--- config.mk ---
export PLATFORM = sky130hd
export DESIGN_NAME = stream_merge2_flat
export DESIGN_NICKNAME = d
export VERILOG_FILES = /design/src/rtl/stream_merge2_pkg.sv /design/src/rtl/stream_merge2_if.sv /design/src/rtl/stream_merge2_out_reg.sv /design/src/rtl/stream_merge2.sv /design/src/flat_wrapper.sv
export SDC_FILE = /design/constraint.sdc
export NUM_CORES = 1
export LEC_CHECK = 0
export CAP_MARGIN = 10
export CORE_MARGIN = 2
export CORE_UTILIZATION = 30
export CTS_BUF_LIST = sky130_fd_sc_hd__clkbuf_8 sky130_fd_sc_hd__clkbuf_16
export CTS_CLUSTER_SIZE = 12
export DETAILED_ROUTE_END_ITERATION = 7
export PLACE_DENSITY = 0.72
export SLEW_MARGIN = 20
export SYNTH_ARGS = -nofsm -noshare
export SYNTH_HDL_FRONTEND = slang
export SYNTH_HIERARCHICAL = 1
export SYNTH_SLANG_ARGS = --single-unit
--- constraint.sdc ---
create_clock -name clk -period 3.89 [get_ports clk]
set_clock_uncertainty 0.2 [all_clocks]
set_input_delay 1.167 -clock clk [delete_from_list [all_inputs] [get_ports clk]]
set_output_delay 1.167 -clock clk [all_outputs]
set_load 0.02 [all_outputs]
--- src/rtl/stream_merge2_pkg.sv ---
// -----------------------------------------------------------------------------
// sorter_pkg
// Shared definitions for the sorter datapath.
//   state_e  : merge FSM states (MERGE, DRAIN_A, DRAIN_B)
//   DIR_ASC / DIR_DESC : values of the direction input
//   key_of() : extracts the key (upper half) of a record of width w
// Records are at most REC_MAX_W bits wide. Callers zero-extend the record
// before calling key_of().
// -----------------------------------------------------------------------------
package sorter_pkg;

  typedef enum logic [1:0] {
    MERGE   = 2'd0,
    DRAIN_A = 2'd1,
    DRAIN_B = 2'd2
  } state_e;

  localparam logic DIR_ASC  = 1'b0;
  localparam logic DIR_DESC = 1'b1;

  localparam int REC_MAX_W = 64;

  // Key = bits [w-1:w/2] of the record, returned right-aligned.
  function automatic logic [REC_MAX_W-1:0] key_of(input logic [REC_MAX_W-1:0] rec,
                                                  input int w);
    logic [REC_MAX_W-1:0] mask;
    mask = ({{(REC_MAX_W-1){1'b0}}, 1'b1} << (w / 2)) - {{(REC_MAX_W-1){1'b0}}, 1'b1};
    return (rec >> (w / 2)) & mask;
  endfunction

endpackage

--- src/rtl/stream_merge2_if.sv ---
// -----------------------------------------------------------------------------
// stream_merge2_if
// One record stream of the sorter datapath.
//   data  : record, key in [W-1:W/2], information in [W/2-1:0]
//   valid : data/last are meaningful this cycle
//   last  : final record of the current run / merged sequence
//   ready : sink accepts this cycle
// Handshake: a record moves on a rising clock edge where valid and ready are
// both 1. Once valid is raised, data/last/valid hold until that transfer.
// valid never depends on ready; ready may depend on valid.
// Modports: master drives data/valid/last, slave drives ready.
// -----------------------------------------------------------------------------
interface stream_merge2_if #(
  parameter int W = 16
);
  logic [W-1:0] data;
  logic         valid;
  logic         last;
  logic         ready;

  modport master (output data, output valid, output last, input ready);
  modport slave  (input data, input valid, input last, output ready);
endinterface

--- src/rtl/stream_merge2_out_reg.sv ---
// -----------------------------------------------------------------------------
// merge_out_reg
// Output register stage of stream_merge2. Holds data/valid/last while the
// downstream stalls and reports whether a new record may be accepted.
// Ports:
//   clk, rst        : clock, asynchronous active-high reset
//   push_i          : a record is accepted this cycle (only legal when space_o)
//   push_data_i     : record to register
//   push_last_i     : last flag to register
//   out_ready_i     : downstream accept
//   out_data_o      : registered record (0 after reset)
//   out_valid_o     : registered record valid
//   out_last_o      : registered last flag
//   space_o         : register empty or being drained this cycle
// -----------------------------------------------------------------------------
module merge_out_reg #(
  parameter int W = 16
) (
  input  logic         clk,
  input  logic         rst,
  input  logic         push_i,
  input  logic [W-1:0] push_data_i,
  input  logic         push_last_i,
  input  logic         out_ready_i,
  output logic [W-1:0] out_data_o,
  output logic         out_valid_o,
  output logic         out_last_o,
  output logic         space_o
);

  logic [W-1:0] data_q, data_d;
  logic         valid_q, valid_d;
  logic         last_q, last_d;

  assign space_o = !valid_q || out_ready_i;

  always_comb begin
    data_d  = data_q;
    valid_d = valid_q;
    last_d  = last_q;
    // Without space the register simply holds its contents.
    if (space_o) begin
      valid_d = push_i;
      if (push_i) begin
        data_d = push_data_i;
        last_d = push_last_i;
      end else begin
        last_d = 1'b0;
      end
    end
  end

  always_ff @(posedge clk or posedge rst) begin
    if (rst) begin
      data_q  <= '0;
      valid_q <= 1'b0;
      last_q  <= 1'b0;
    end else begin
      data_q  <= data_d;
      valid_q <= valid_d;
      last_q  <= last_d;
    end
  end

  assign out_data_o  = data_q;
  assign out_valid_o = valid_q;
  assign out_last_o  = last_q;

endmodule

--- src/rtl/stream_merge2.sv ---
// -----------------------------------------------------------------------------
// stream_merge2
// Two-way streaming merge for the sorter datapath. Merges two pre-sorted runs
// (A and B) into one sorted sequence, one record per cycle, ties going to A.
// Ports:
//   clk, rst     : clock, asynchronous active-high reset
//   direction    : 0 ascending, 1 descending; latched at the first pop of
//                  every merged sequence
//   a_if, b_if   : input streams (slave modport)
//   out_if       : merged output stream (master modport), registered
//   seq_cnt      : length of the last completed merged sequence, saturating
//                  (present only when STREAM_MERGE_CNT_EN is defined)
//   state_dbg_o  : current merge FSM state
// Build option: define STREAM_MERGE_CNT_EN to add the sequence-length counter.
// -----------------------------------------------------------------------------
module stream_merge2
  import sorter_pkg::*;
#(
  parameter int W     = 16,
  parameter int CNT_W = 8
) (
  input  logic               clk,
  input  logic               rst,
  input  logic               direction,
  stream_merge2_if.slave     a_if,
  stream_merge2_if.slave     b_if,
  stream_merge2_if.master    out_if,
`ifdef STREAM_MERGE_CNT_EN
  output logic [CNT_W-1:0]   seq_cnt,
`endif
  output state_e             state_dbg_o
);

  state_e state_q, state_d;
  logic   first_q, first_d;
  logic   dir_q, dir_d;

  logic                 space;
  logic                 a_rdy, b_rdy;
  logic                 push;
  logic [W-1:0]         push_data;
  logic                 push_last;
  logic                 dir_eff;
  logic                 a_wins;
  logic [REC_MAX_W-1:0] key_a, key_b;

  assign key_a = key_of(REC_MAX_W'(a_if.data), W);
  assign key_b = key_of(REC_MAX_W'(b_if.data), W);

  // The first pop of a sequence compares with the live input; later pops use
  // the latched direction so a mid-sequence change cannot corrupt ordering.
  assign dir_eff = first_q ? direction : dir_q;
  assign a_wins  = (dir_eff == DIR_DESC) ? (key_a >= key_b) : (key_a <= key_b);

  always_comb begin
    state_d   = state_q;
    first_d   = first_q;
    dir_d     = dir_q;
    a_rdy     = 1'b0;
    b_rdy     = 1'b0;
    push      = 1'b0;
    push_data = a_if.data;
    push_last = 1'b0;

    case (state_q)
      MERGE: begin
        // Both heads are needed to pick a winner; otherwise stall.
        if (a_if.valid && b_if.valid) begin
          if (a_wins) begin
            a_rdy     = space;
            push      = space;
            push_data = a_if.data;
            if (space && a_if.last) state_d = DRAIN_B;
          end else begin
            b_rdy     = space;
            push      = space;
            push_data = b_if.data;
            if (space && b_if.last) state_d = DRAIN_A;
          end
        end
        if (push && first_q) begin
          first_d = 1'b0;
          dir_d   = direction;
        end
      end
      DRAIN_A: begin
        a_rdy     = space;
        push      = space && a_if.valid;
        push_data = a_if.data;
        push_last = a_if.last;
        if (push && a_if.last) begin
          state_d = MERGE;
          first_d = 1'b1;
        end
      end
      DRAIN_B: begin
        b_rdy     = space;
        push      = space && b_if.valid;
        push_data = b_if.data;
        push_last = b_if.last;
        if (push && b_if.last) begin
          state_d = MERGE;
          first_d = 1'b1;
        end
      end
      default: begin
        state_d = MERGE;
        first_d = 1'b1;
      end
    endcase
  end

  always_ff @(posedge clk or posedge rst) begin
    if (rst) begin
      state_q <= MERGE;
      first_q <= 1'b1;
      dir_q   <= DIR_ASC;
    end else begin
      state_q <= state_d;
      first_q <= first_d;
      dir_q   <= dir_d;
    end
  end

  // space is 1 during reset (out_valid is cleared), so gate readies on rst.
  assign a_if.ready  = a_rdy && !rst;
  assign b_if.ready  = b_rdy && !rst;
  assign state_dbg_o = state_q;

  merge_out_reg #(.W(W)) u_out_reg (
    .clk         (clk),
    .rst         (rst),
    .push_i      (push),
    .push_data_i (push_data),
    .push_last_i (push_last),
    .out_ready_i (out_if.ready),
    .out_data_o  (out_if.data),
    .out_valid_o (out_if.valid),
    .out_last_o  (out_if.last),
    .space_o     (space)
  );

`ifdef STREAM_MERGE_CNT_EN
  logic [CNT_W-1:0] cnt_q, cnt_d;
  logic [CNT_W-1:0] seq_cnt_q, seq_cnt_d;
  logic [CNT_W-1:0] cnt_inc;

  assign cnt_inc = (cnt_q == {CNT_W{1'b1}}) ? cnt_q : cnt_q + CNT_W'(1);

  always_comb begin
    cnt_d     = cnt_q;
    seq_cnt_d = seq_cnt_q;
    if (out_if.valid && out_if.ready) begin
      if (out_if.last) begin
        // The closing beat counts toward the reported length.
        seq_cnt_d = cnt_inc;
        cnt_d     = '0;
      end else begin
        cnt_d = cnt_inc;
      end
    end
  end

  always_ff @(posedge clk or posedge rst) begin
    if (rst) begin
      cnt_q     <= '0;
      seq_cnt_q <= '0;
    end else begin
      cnt_q     <= cnt_d;
      seq_cnt_q <= seq_cnt_d;
    end
  end

  assign seq_cnt = seq_cnt_q;
`endif

endmodule

--- src/flat_wrapper.sv ---
// flat-port wrapper written by rule: the top's interface ports become plain ports
module stream_merge2_flat import sorter_pkg::*;
#(
  parameter int W     = 16,
  parameter int CNT_W = 8
)
  (clk, rst, direction, state_dbg_o, a_if_data, a_if_valid, a_if_last, a_if_ready, b_if_data, b_if_valid, b_if_last, b_if_ready, out_if_data, out_if_valid, out_if_last, out_if_ready);
  stream_merge2_if #(.W(W)) a_if_i ();
  stream_merge2_if #(.W(W)) b_if_i ();
  stream_merge2_if #(.W(W)) out_if_i ();
  input  logic clk;
  input  logic rst;
  input  logic direction;
  output state_e state_dbg_o;
  input wire logic [$bits(a_if_i.data)-1:0] a_if_data;
  input wire logic [$bits(a_if_i.valid)-1:0] a_if_valid;
  input wire logic [$bits(a_if_i.last)-1:0] a_if_last;
  output wire logic [$bits(a_if_i.ready)-1:0] a_if_ready;
  input wire logic [$bits(b_if_i.data)-1:0] b_if_data;
  input wire logic [$bits(b_if_i.valid)-1:0] b_if_valid;
  input wire logic [$bits(b_if_i.last)-1:0] b_if_last;
  output wire logic [$bits(b_if_i.ready)-1:0] b_if_ready;
  output wire logic [$bits(out_if_i.data)-1:0] out_if_data;
  output wire logic [$bits(out_if_i.valid)-1:0] out_if_valid;
  output wire logic [$bits(out_if_i.last)-1:0] out_if_last;
  input wire logic [$bits(out_if_i.ready)-1:0] out_if_ready;
  assign a_if_i.data = a_if_data;
  assign a_if_i.valid = a_if_valid;
  assign a_if_i.last = a_if_last;
  assign a_if_ready = a_if_i.ready;
  assign b_if_i.data = b_if_data;
  assign b_if_i.valid = b_if_valid;
  assign b_if_i.last = b_if_last;
  assign b_if_ready = b_if_i.ready;
  assign out_if_data = out_if_i.data;
  assign out_if_valid = out_if_i.valid;
  assign out_if_last = out_if_i.last;
  assign out_if_i.ready = out_if_ready;
  stream_merge2 #(.W(W), .CNT_W(CNT_W)) u_core (.clk(clk), .rst(rst), .direction(direction), .a_if(a_if_i), .b_if(b_if_i), .out_if(out_if_i), .state_dbg_o(state_dbg_o));
endmodule
After elaboration in Yosys (flattened, before gate mapping)

Cells that the tools add are included.
Widths: inputs -> output; s select.

Word-level logic and storage cells: 61
Register bits after elaboration: 22
Output and inout bits: 22

Reduce and logical (&&, ||, !) cells: 18
Eq/ne operators: 8
$lt $le $gt $ge: 2
Multiplexer cells: 27

Operators by type and width:

| kind               | count |
|---|---|
| $mux 16            | 2 |
| $pmux 16 s2        | 1 |
| $mux 1             | 12 |
| $mux 2             | 6 |
| $logic_and 1x1->1  | 10 |
| $ge 8x8->1         | 1 |
| $le 8x8->1         | 1 |
| $ne 2x1->1 const B | 4 |
| $pmux 1 s2         | 3 |
| $pmux 1 s3         | 2 |
| $pmux 2 s3         | 1 |
| $reduce_and 5->1   | 1 |
| $reduce_and 2->1   | 2 |
| $ne 3x1->1 const B | 1 |
| $ne 3x3->1 const B | 1 |
| $reduce_and 3->1   | 1 |
| $eq 2x1->1 const B | 1 |
| $eq 2x2->1 const B | 1 |
| $logic_not 1->1    | 2 |
| $logic_not 2->1    | 1 |
| $logic_or 1x1->1   | 1 |

Logic depth before layout (Yosys ltp)

Gate-level depths: netlist (run 1).

Depth in word-level cells: 7
Gate-level depth with buffers: 11
Depth with buffers taken out: 9

Modules after synthesis

The synthesis (run 1) kept the hierarchy.

Modules (own cells, without submodules):

| module        | cells each | sequential area each (um2) | instances | area each (um2) |
|---|---|---|---|---|
| stream_merge2 | 103        | 101.3                      | 1         | 822.0 |
| merge_out_reg | 42         | 450.4                      | 1         | 738.2 |

Least setup slack after synthesis (run 1)

No wires, ideal clock.

Path kind: input-to-output
Start point: input b_if_data[10]
End point: output b_if_ready
Stages: 9
Data arrival time: 2.843 ns
Slack: -0.320 ns
Data required time: 2.523 ns
Path through: inv_1 > ha_1 > o21ai_0 > a21oi_1 > o31a_1 > a2111o_1 > nand2b_1 > buf_6 > and3_1

Word-level cells in the longest chain between the ends: 6
Elaborated cells between the ends (all ways): 7
Classes of those cells: order compare (2); mux (4); reduce/logical (1)

RTL lines:

| element                                         | line                 | RTL |
|---|---|---|
| start, declared                                 | flat_wrapper.sv:19   | `input wire logic [$bits(b_if_i.data)-1:0] b_if_data;` |
| $le 8x8->1 / $ge 8x8->1 (equally long branches) | stream_merge2.sv:53  | `assign a_wins = (dir_eff == DIR_DESC) ? (key_a >= key_b) : (key_a <= key_b);` |
| $mux 1 (*)                                      | stream_merge2.sv:53  |  |
| $mux 1 (*)                                      | stream_merge2.sv:69  | `if (a_wins) begin` |
| $mux 1 (*)                                      | stream_merge2.sv:68  | `if (a_if.valid && b_if.valid) begin` |
| $pmux 1 s2 (*)                                  | stream_merge2.sv:65  | `case (state_q)` |
| $logic_and 1x1->1 (*)                           | stream_merge2.sv:127 | `assign b_if.ready = b_rdy && !rst;` |
| end, declared                                   | flat_wrapper.sv:22   | `output wire logic [$bits(b_if_i.ready)-1:0] b_if_ready;` |

Every way passes the cells marked *; elsewhere a longest branch is shown, timed or not.

Worst setup path in the final report (run 1)

Start point: input b_if_data[15]
End point: output b_if_ready

The elaborated chain is that of the path after synthesis.

==> Flow_metrics.wiki, run 1 <==
{| class="wikitable"
! Metric !! Value
|-
| First drt pass iteration count || 4
|-
| R2R Setup Slk || 1.04 ns
|-
| Post-route minimum period || 4.05 ns
|-
| Vias per inst || 4.97
|-
| Starting density of the core || 0.307
|-
| Launch point of the worst reg-to-reg path || u_core/first_q$_DFFE_PP1P_
|-
| Later-pin clock latency in the skew report || 0.26 ns
|-
| Transition time at the pin with the least slew margin || 0.738 ns
|-
| Origin of the worst min-delay path || u_core/u_out_reg/out_data_o[11]$_DFFE_PP0P_
|-
| Clock buffers created by TritonCTS || 3
|-
| Full die area || 5790 um2
|-
| Number of hold-slack violations in the final timing report || 0
|-
| Leakage power || 0.00112 uW
|-
| Share of flip-flops with an asynchronous set or reset after synthesis || 1.00
|-
| Top-level I/O count || 62
|-
| Yosys synthesis warning count || 6
|-
| Clock Sinks || 22
|-
| Total via count after detailed routing || 1426
|-
| Synth Cell Area || 1560 um2
|-
| Maximum ir drop on the vdd rail || 0.000306 V
|-
| Max-Slew Margin vs Limit || 0.507
|-
| Hold Path Depth || 1
|-
| Setup TNS after final layout || -0.300 ns
|-
| Proportion of netlist area held by the largest area contributor || 0.337
|-
| Antenna Cells || 0
|-
| Total grt overflow || 0
|-
| Global Route Usage Sum || 0.150
|-
| Die Wd || 76.1 um
|-
| Flip-flop cell with the highest count after synthesis || dfrtp_1
|-
| Share of the yosys chip area belonging to registers || 0.354
|-
| Cell depth of the worst flop-to-flop path || 10
|-
| Syn-to-layout area delta || 65.1%
|-
| Instance area after placement || 2370 um2
|-
| Maximum number of pins on one net before global-route repair || 19
|-
| Vertical extent of the die || 76.1 um
|-
| Commonest cells in the netlist || dfrtp_1 (21), inv_1 (14), a32o_1 (12), ha_1 (12), mux2_4 (11)
|-
| Largest fanout on the critical path || 3
|-
| Number of DRC markers in iteration 0 || 44
|-
| HP Class || reg -> reg
|-
| Routability-driven placement congestion ratio || 0.834
|-
| CP Capture Type || primary output
|-
| CTS clk-pin slew, worst paths || 0.09 ns
|-
| Synth area leaders || dfrtp_1 (34%), mux2_4 (11%), ha_1 (9.6%)
|-
| Clock buffer depth || 2
|-
| Slew Viols, Final || 0
|-
| End point of the most critical hold path || u_core/u_out_reg/out_data_o[11]$_DFFE_PP0P_
|-
| Status || finished with violations
|-
| Dominant cell type by area after synthesis || dfrtp_1
|-
| Power density over the cells || 650 nW/um2
|-
| R2r endpoint || u_core/u_out_reg/out_data_o[8]$_DFFE_PP0P_
|-
| Total of hold buffers inserted after clock tree synthesis || 0
|-
| DRC violation count after routing || 0
|-
| Critical Setup Path Class || in -> out
|-
| Startpoint class of the critical path || input port
|-
| Net Count, Synth || 197
|-
| Number of rows in the core area || 26
|-
| Count of buffers inserted at the top-level ports || 61
|-
| Drt total wl || 4240 um
|-
| Smallest setup slack after layout || -0.163 ns
|-
| Count of final setup violators || 2
|-
| Proportion of layout cells with a drive suffix above 1 || 0.387
|-
| RSZ-0062 raised after global routing || true
|-
| H-tree levels || 1
|-
| Total power || 1670 uW
|-
| Vias in the first global route || 1487
|-
| Summed area of non-filler cells in the final layout || 2580 um2
|-
| Detailed placement HPWL || 3150 um
|-
| Final critical-path share of the clock period || 1.04
|-
| Number of distinct library cell variants in the gate-level netlist after synthesis || 38
|-
| Drt wl/cell || 14.8 um
|-
| Highest attainable clock frequency || 0.247 GHz
|-
| First-pass GRT wire length || 7110 um
|-
| Most numerous cell in the Yosys netlist || dfrtp_1
|-
| Per-instance average area after synthesis || 10.8 um2
|-
| Number of instances in the synthesized netlist || 145
|-
| Antenna violations before repair || 0
|-
| Buffer cell driving the clock tree root || clkbuf_8
|-
| Number of enable-type register cells in the synthesized netlist || 0
|-
| Number of nets with antenna violations after detailed routing || 0
|-
| NumNets Final || 270
|-
| Yosys reg bits || 22
|-
| Number of max-capacitance violations reported || 0
|-
| Clock tree from TritonCTS || done
|-
| Failing checks || negative setup slack
|-
| Endpoint arrival time on the critical path || 2.69 ns
|-
| Area of the core || 5070 um2
|-
| Required time of the critical path || 2.52 ns
|}
[through the flow]
step / hold slack [ns] / cells / setup WS, ns / util
6_report: 0.311 / 287 / -0.163 / 0.508
5_1_grt: 0.333 / 287 / -0.245 / 0.508
4_1_cts: 0.316 / 286 / -0.240 / 0.495
3_5_place_dp: 0.294 / 280 / -1.24 / 0.466
3_3_place_gp: 0.289 / 280 / -1.21 / 0.466
2_1_floorplan: 0.279 / 145 / -0.117 / -
[layout by cell type, fill, tap and decap left out, types with 6 or more instances in the layout]
cell,n
buf_4,13
a32o_1,12
buf_6,13
inv_1,6
nand2_1,7
ha_4,8
mux2_2,7
dfrtp_1,21
mux2_4,11
clkdlybuf4s50_1,42
nand3_1,7
[flip-flops by register name, indices dropped and copies added, names as in the netlist]
name / count
u_core/dir_q: 1
u_core/first_q: 1
u_core/state_dbg_o: 2
u_core/u_out_reg/out_data_o: 16
u_core/u_out_reg/out_last_o: 1
u_core/u_out_reg/out_valid_o: 1
[timing repair]
item                                    CTS  global route
buffers inserted                          2             1
resized for setup                       108            13
pin swaps                                15            10
endpoints found under the setup margin    2             2
[cell type report]
cell class                 instances  area [um2]
inverter                          14        72.6
tap                               70        87.6
multi-input combinational        103        1070
clock buffer                       3        41.3
sequential                        22         552
clock inverter                     1        30.0
timing repair buffer              74         718
fill                             489        2500
[layer usage]
metal | up-vias | wire length [um] | share of wire | GRT usage
met2 | 42 | 2140 | 0.51 | 0.286
li1 | 690 | - | - | -
met1 | 692 | 1870 | 0.44 | 0.174
met3 | 2 | 210 | 0.050 | 0.0284
met5 | - | 0 | 0 | 0
met4 | 0 | 17 | 0.0040 | 0.0327
[worst max-delay path: stages]
cell	delay [ns]
buf_6	0.09
inv_2	0.06
ha_4	0.21
a21oi_4	0.15
o21ai_4	0.09
and2_1	0.17
a2111o_1	0.36
nand2b_1	0.10
and3_4	0.18
buf_6	0.11
[worst max-delay path by stage]
stage                  start         end  slack [ns]  cells past startpoint
6_report       b_if_data[15]  b_if_ready       -0.16                     10
5_1_grt        b_if_data[15]  b_if_ready       -0.24                     10
4_1_cts        b_if_data[10]  b_if_ready       -0.24                      9
3_5_place_dp    b_if_data[9]  b_if_ready       -1.24                      9
3_3_place_gp    b_if_data[9]  b_if_ready       -1.21                      9
2_1_floorplan   b_if_data[9]  b_if_ready       -0.12                      8
[power by group]
group | leakage, uW | total [uW] | internal [uW] | switching, uW
clock | 0.0000357 | 217 | 137 | 79.3
combinational | 0.000822 | 1040 | 560 | 481
sequential | 0.000263 | 416 | 345 | 71.1
[cell families after synthesis]
| logic type | count (synthesis) | share of synthesized area |
|---|---|---|
| buffers and inverters | 20 | 0.0690 |
| DFF | 22 | 0.354 |
| muxes | 18 | 0.156 |
| AOI/OAI and AO/OA | 38 | 0.197 |
| and+or+nand+nor | 35 | 0.128 |
| adders and majority gates | 12 | 0.0962 |
(Power assumes the default switching activity.)
==> inputs of run 2 (changes only) <==
--- a/config.mk
+++ b/config.mk
@@ -12,6 +12,7 @@
 export CTS_CLUSTER_SIZE = 12
 export DETAILED_ROUTE_END_ITERATION = 7
 export PLACE_DENSITY = 0.72
+export SKIP_LAST_GASP = 1
 export SLEW_MARGIN = 20
 export SYNTH_ARGS = -nofsm -noshare
 export SYNTH_HDL_FRONTEND = slang
==> results of run 2 <==
No change in the layout: final DEF, timing and power equal those of run 1.
==> inputs of run 3 (changes only) <==
--- a/config.mk
+++ b/config.mk
@@ -7,11 +7,11 @@
 export LEC_CHECK = 0
 export CAP_MARGIN = 10
 export CORE_MARGIN = 2
-export CORE_UTILIZATION = 30
+export CORE_UTILIZATION = 39
 export CTS_BUF_LIST = sky130_fd_sc_hd__clkbuf_8 sky130_fd_sc_hd__clkbuf_16
 export CTS_CLUSTER_SIZE = 12
 export DETAILED_ROUTE_END_ITERATION = 7
-export PLACE_DENSITY = 0.72
+export PLACE_DENSITY = 0.87
 export SKIP_LAST_GASP = 1
 export SLEW_MARGIN = 20
 export SYNTH_ARGS = -nofsm -noshare
==> run 3 against run 2 <==
Clock power is essentially flat; non-clock buffer count is the same; die area shrank 22%; sequential cell count is the same; the run still ends with negative setup slack left; largest cell class unchanged; final area shrank 2.1%; hold slack lost 0.0027 ns; combinational power is essentially flat; critical endpoint unchanged; cell count shrank 7.7%; sequential power is essentially flat; sequential share of layout area grew 0.47 points; via count shrank 1.2%.
==> Flow_metrics.wiki, run 3 (synthesized netlist as in run 1, its figures left out) <==
{| class="wikitable"
! Metric !! Value
|-
| Antenna Cells || 0 (unchanged)
|-
| Total power || 1660 uW (was 1670 uW)
|-
| Number of DRC markers in iteration 0 || 45 (was 44)
|-
| Syn-to-layout area delta || 61.6% (was 65.1%)
|-
| Vias in the first global route || 1430 (was 1487)
|-
| Vertical extent of the die || 67.3 um (was 76.1 um)
|-
| Most frequent cells in the layout || clkdlybuf4s50_1 (42), dfrtp_1 (21), buf_4 (14) (was clkdlybuf4s50_1 (42), dfrtp_1 (21), buf_6 (13), buf_4 (13), a32o_1 (12))
|-
| Startpoint of the worst setup timing path || a_if_data[11] (was b_if_data[15])
|-
| Max FFs per register || 16 (unchanged)
|-
| Failing checks || negative setup slack (unchanged)
|-
| Endpoint arrival time on the critical path || 2.67 ns (was 2.69 ns)
|-
| Detailed placement HPWL || 3070 um (was 3150 um)
|-
| Number of filler instances in the final layout || 321 (was 489)
|-
| Full die area || 4520 um2 (was 5790 um2)
|-
| Maximum ir drop on the vdd rail || 0.000323 V (was 0.000306 V)
|-
| Count of buffers inserted at the top-level ports || 61 (unchanged)
|-
| Most frequent standard cell in the layout excluding fill and tap cells || clkdlybuf4s50_1 (unchanged)
|-
| Top-level I/O count || 62 (unchanged)
|-
| Post-route minimum period || 4.04 ns (was 4.05 ns)
|-
| Transition time at the pin with the least slew margin || 0.766 ns (was 0.738 ns)
|-
| Number of nets with antenna violations after detailed routing || 0 (unchanged)
|-
| First drt pass iteration count || 4 (unchanged)
|-
| Final critical-path share of the clock period || 1.04 (about the same)
|-
| Hold Path Depth || 1 (unchanged)
|-
| Required time of the critical path || 2.52 ns (about the same)
|-
| Highest attainable clock frequency || 0.248 GHz (was 0.247 GHz)
|-
| RSZ-0062 raised after global routing || true (unchanged)
|-
| Total of hold buffers inserted after clock tree synthesis || 0 (unchanged)
|-
| Global Route Usage Sum || 0.188 (was 0.150)
|-
| Drt total wl || 4040 um (was 4240 um)
|-
| Power density over the cells || 657 nW/um2 (was 650 nW/um2)
|-
| Die Wd || 67.3 um (was 76.1 um)
|-
| Launch point of the worst reg-to-reg path || u_core/first_q$_DFFE_PP1P_ (unchanged)
|-
| Largest fanout on the critical path || 2 (was 3)
|-
| Smallest setup slack after layout || -0.147 ns (was -0.163 ns)
|-
| Area of the core || 3740 um2 (was 5070 um2)
|-
| Drt wl/cell || 15.3 um (was 14.8 um)
|-
| Maximum number of pins on one net before global-route repair || 19 (unchanged)
|-
| Max-Slew Margin vs Limit || 0.489 (was 0.507)
|-
| Cell depth of the worst flop-to-flop path || 8 (was 10)
|-
| Count of final setup violators || 2 (unchanged)
|-
| Origin of the worst min-delay path || u_core/u_out_reg/out_data_o[11]$_DFFE_PP0P_ (unchanged)
|-
| First-pass GRT wire length || 6430 um (was 7110 um)
|-
| Vias per inst || 5.32 (was 4.97)
|-
| Critical Setup Path Class || in -> out (unchanged)
|-
| Number of hold-slack violations in the final timing report || 0 (unchanged)
|-
| Later-pin clock latency in the skew report || 0.26 ns (about the same)
|-
| Routability-driven placement congestion ratio || 0.898 (was 0.834)
|-
| Slew Viols, Final || 0 (unchanged)
|-
| Number of rows in the core area || 22 (was 26)
|-
| Clock buffers created by TritonCTS || 3 (unchanged)
|-
| Clock tree from TritonCTS || done (unchanged)
|-
| Number of max-capacitance violations reported || 0 (unchanged)
|-
| DRC violation count after routing || 0 (unchanged)
|-
| Proportion of layout cells with a drive suffix above 1 || 0.364 (was 0.387)
|-
| Startpoint class of the critical path || input port (unchanged)
|-
| H-tree levels || 1 (unchanged)
|-
| Total grt overflow || 0 (unchanged)
|-
| Antenna violations before repair || 0 (unchanged)
|-
| Total via count after detailed routing || 1409 (was 1426)
|-
| Leakage power || 0.00112 uW (about the same)
|-
| Status || finished with violations (unchanged)
|-
| CP Capture Type || primary output (unchanged)
|-
| NumNets Final || 270 (unchanged)
|-
| HP Class || reg -> reg (unchanged)
|-
| Buffer cell driving the clock tree root || clkbuf_8 (unchanged)
|-
| Clock buffer depth || 2 (unchanged)
|-
| Clock Sinks || 22 (unchanged)
|-
| Starting density of the core || 0.417 (was 0.307)
|-
| CTS clk-pin slew, worst paths || 0.08 ns (was 0.09 ns)
|-
| DP Worst Slack || -1.23 ns (was -1.24 ns)
|}
==> run 3: through the flow <==
step / hold WS, ns / instance area (um2) / setup TNS, ns / util / std cells
global placement: 0.289 / 2350 / -2.96 / 0.627 / 259
finish: 0.308 / 2520 / -0.275 / 0.673 / 265
global route: 0.329 / 2520 / -0.386 / 0.673 / 265
CTS: 0.313 / 2470 / -0.413 / 0.659 / 264
floorplan: 0.279 / 1650 / -0.117 / - / 145
detailed placement: 0.292 / 2350 / -3.53 / 0.627 / 259
==> run 3: power by group <==
part | switching, uW | internal (uW)
combinational | 472 | 552
clock | 77.6 | 137
sequential | 71.2 | 345
==> run 3: per-layer routing <==
layer,part of all wire,track usage,vias to the layer above,wire length (um)
met4,0.011,0.0638,0,45
met2,0.49,0.322,47,1980
met3,0.072,0.0433,4,291
met1,0.43,0.232,674,1730
met5,0,0,-,0
li1,-,-,684,-
==> run 3: layout make-up <==
type                       count  area [um2]  share of cell area
clock buffer                   3        41.3              0.0164
clock inverter                 1        30.0              0.0119
sequential                    22         552               0.219
tap                           48        60.1              0.0238
inverter                      14        75.1              0.0298
timing repair buffer          74         726               0.288
multi-input combinational    103        1040               0.411
==> run 3: final timing paths <==
path	end	slack, ns
worst max-delay path	b_if_ready	-0.15
worst min-delay path	u_core/u_out_reg/out_data_o[11]$_DFFE_PP0P_	0.31
worst max register to register	u_core/u_out_reg/out_data_o[8]$_DFFE_PP0P_	1.25
worst min register to register	u_core/u_out_reg/out_data_o[11]$_DFFE_PP0P_	0.31
max in group asynchronous	u_core/u_out_reg/out_data_o[1]$_DFFE_PP0P_	1.79
min in group asynchronous	u_core/state_dbg_o[1]$_DFFE_PP0P_	1.05
==> run 3: critical path: stages <==
cell and delay, ns:
buf_8 0.10, ha_4 0.23, and4_1 0.20, o31a_1 0.29, a2111o_1 0.30, nand2b_1 0.10, and3_4 0.18, buf_6 0.11
==> run 3: what timing repair did <==
item	in CTS	in global routing
setup endpoints to repair	2	2
pin swaps	18	11
buffers inserted	1	1
gates resized for setup	104	11
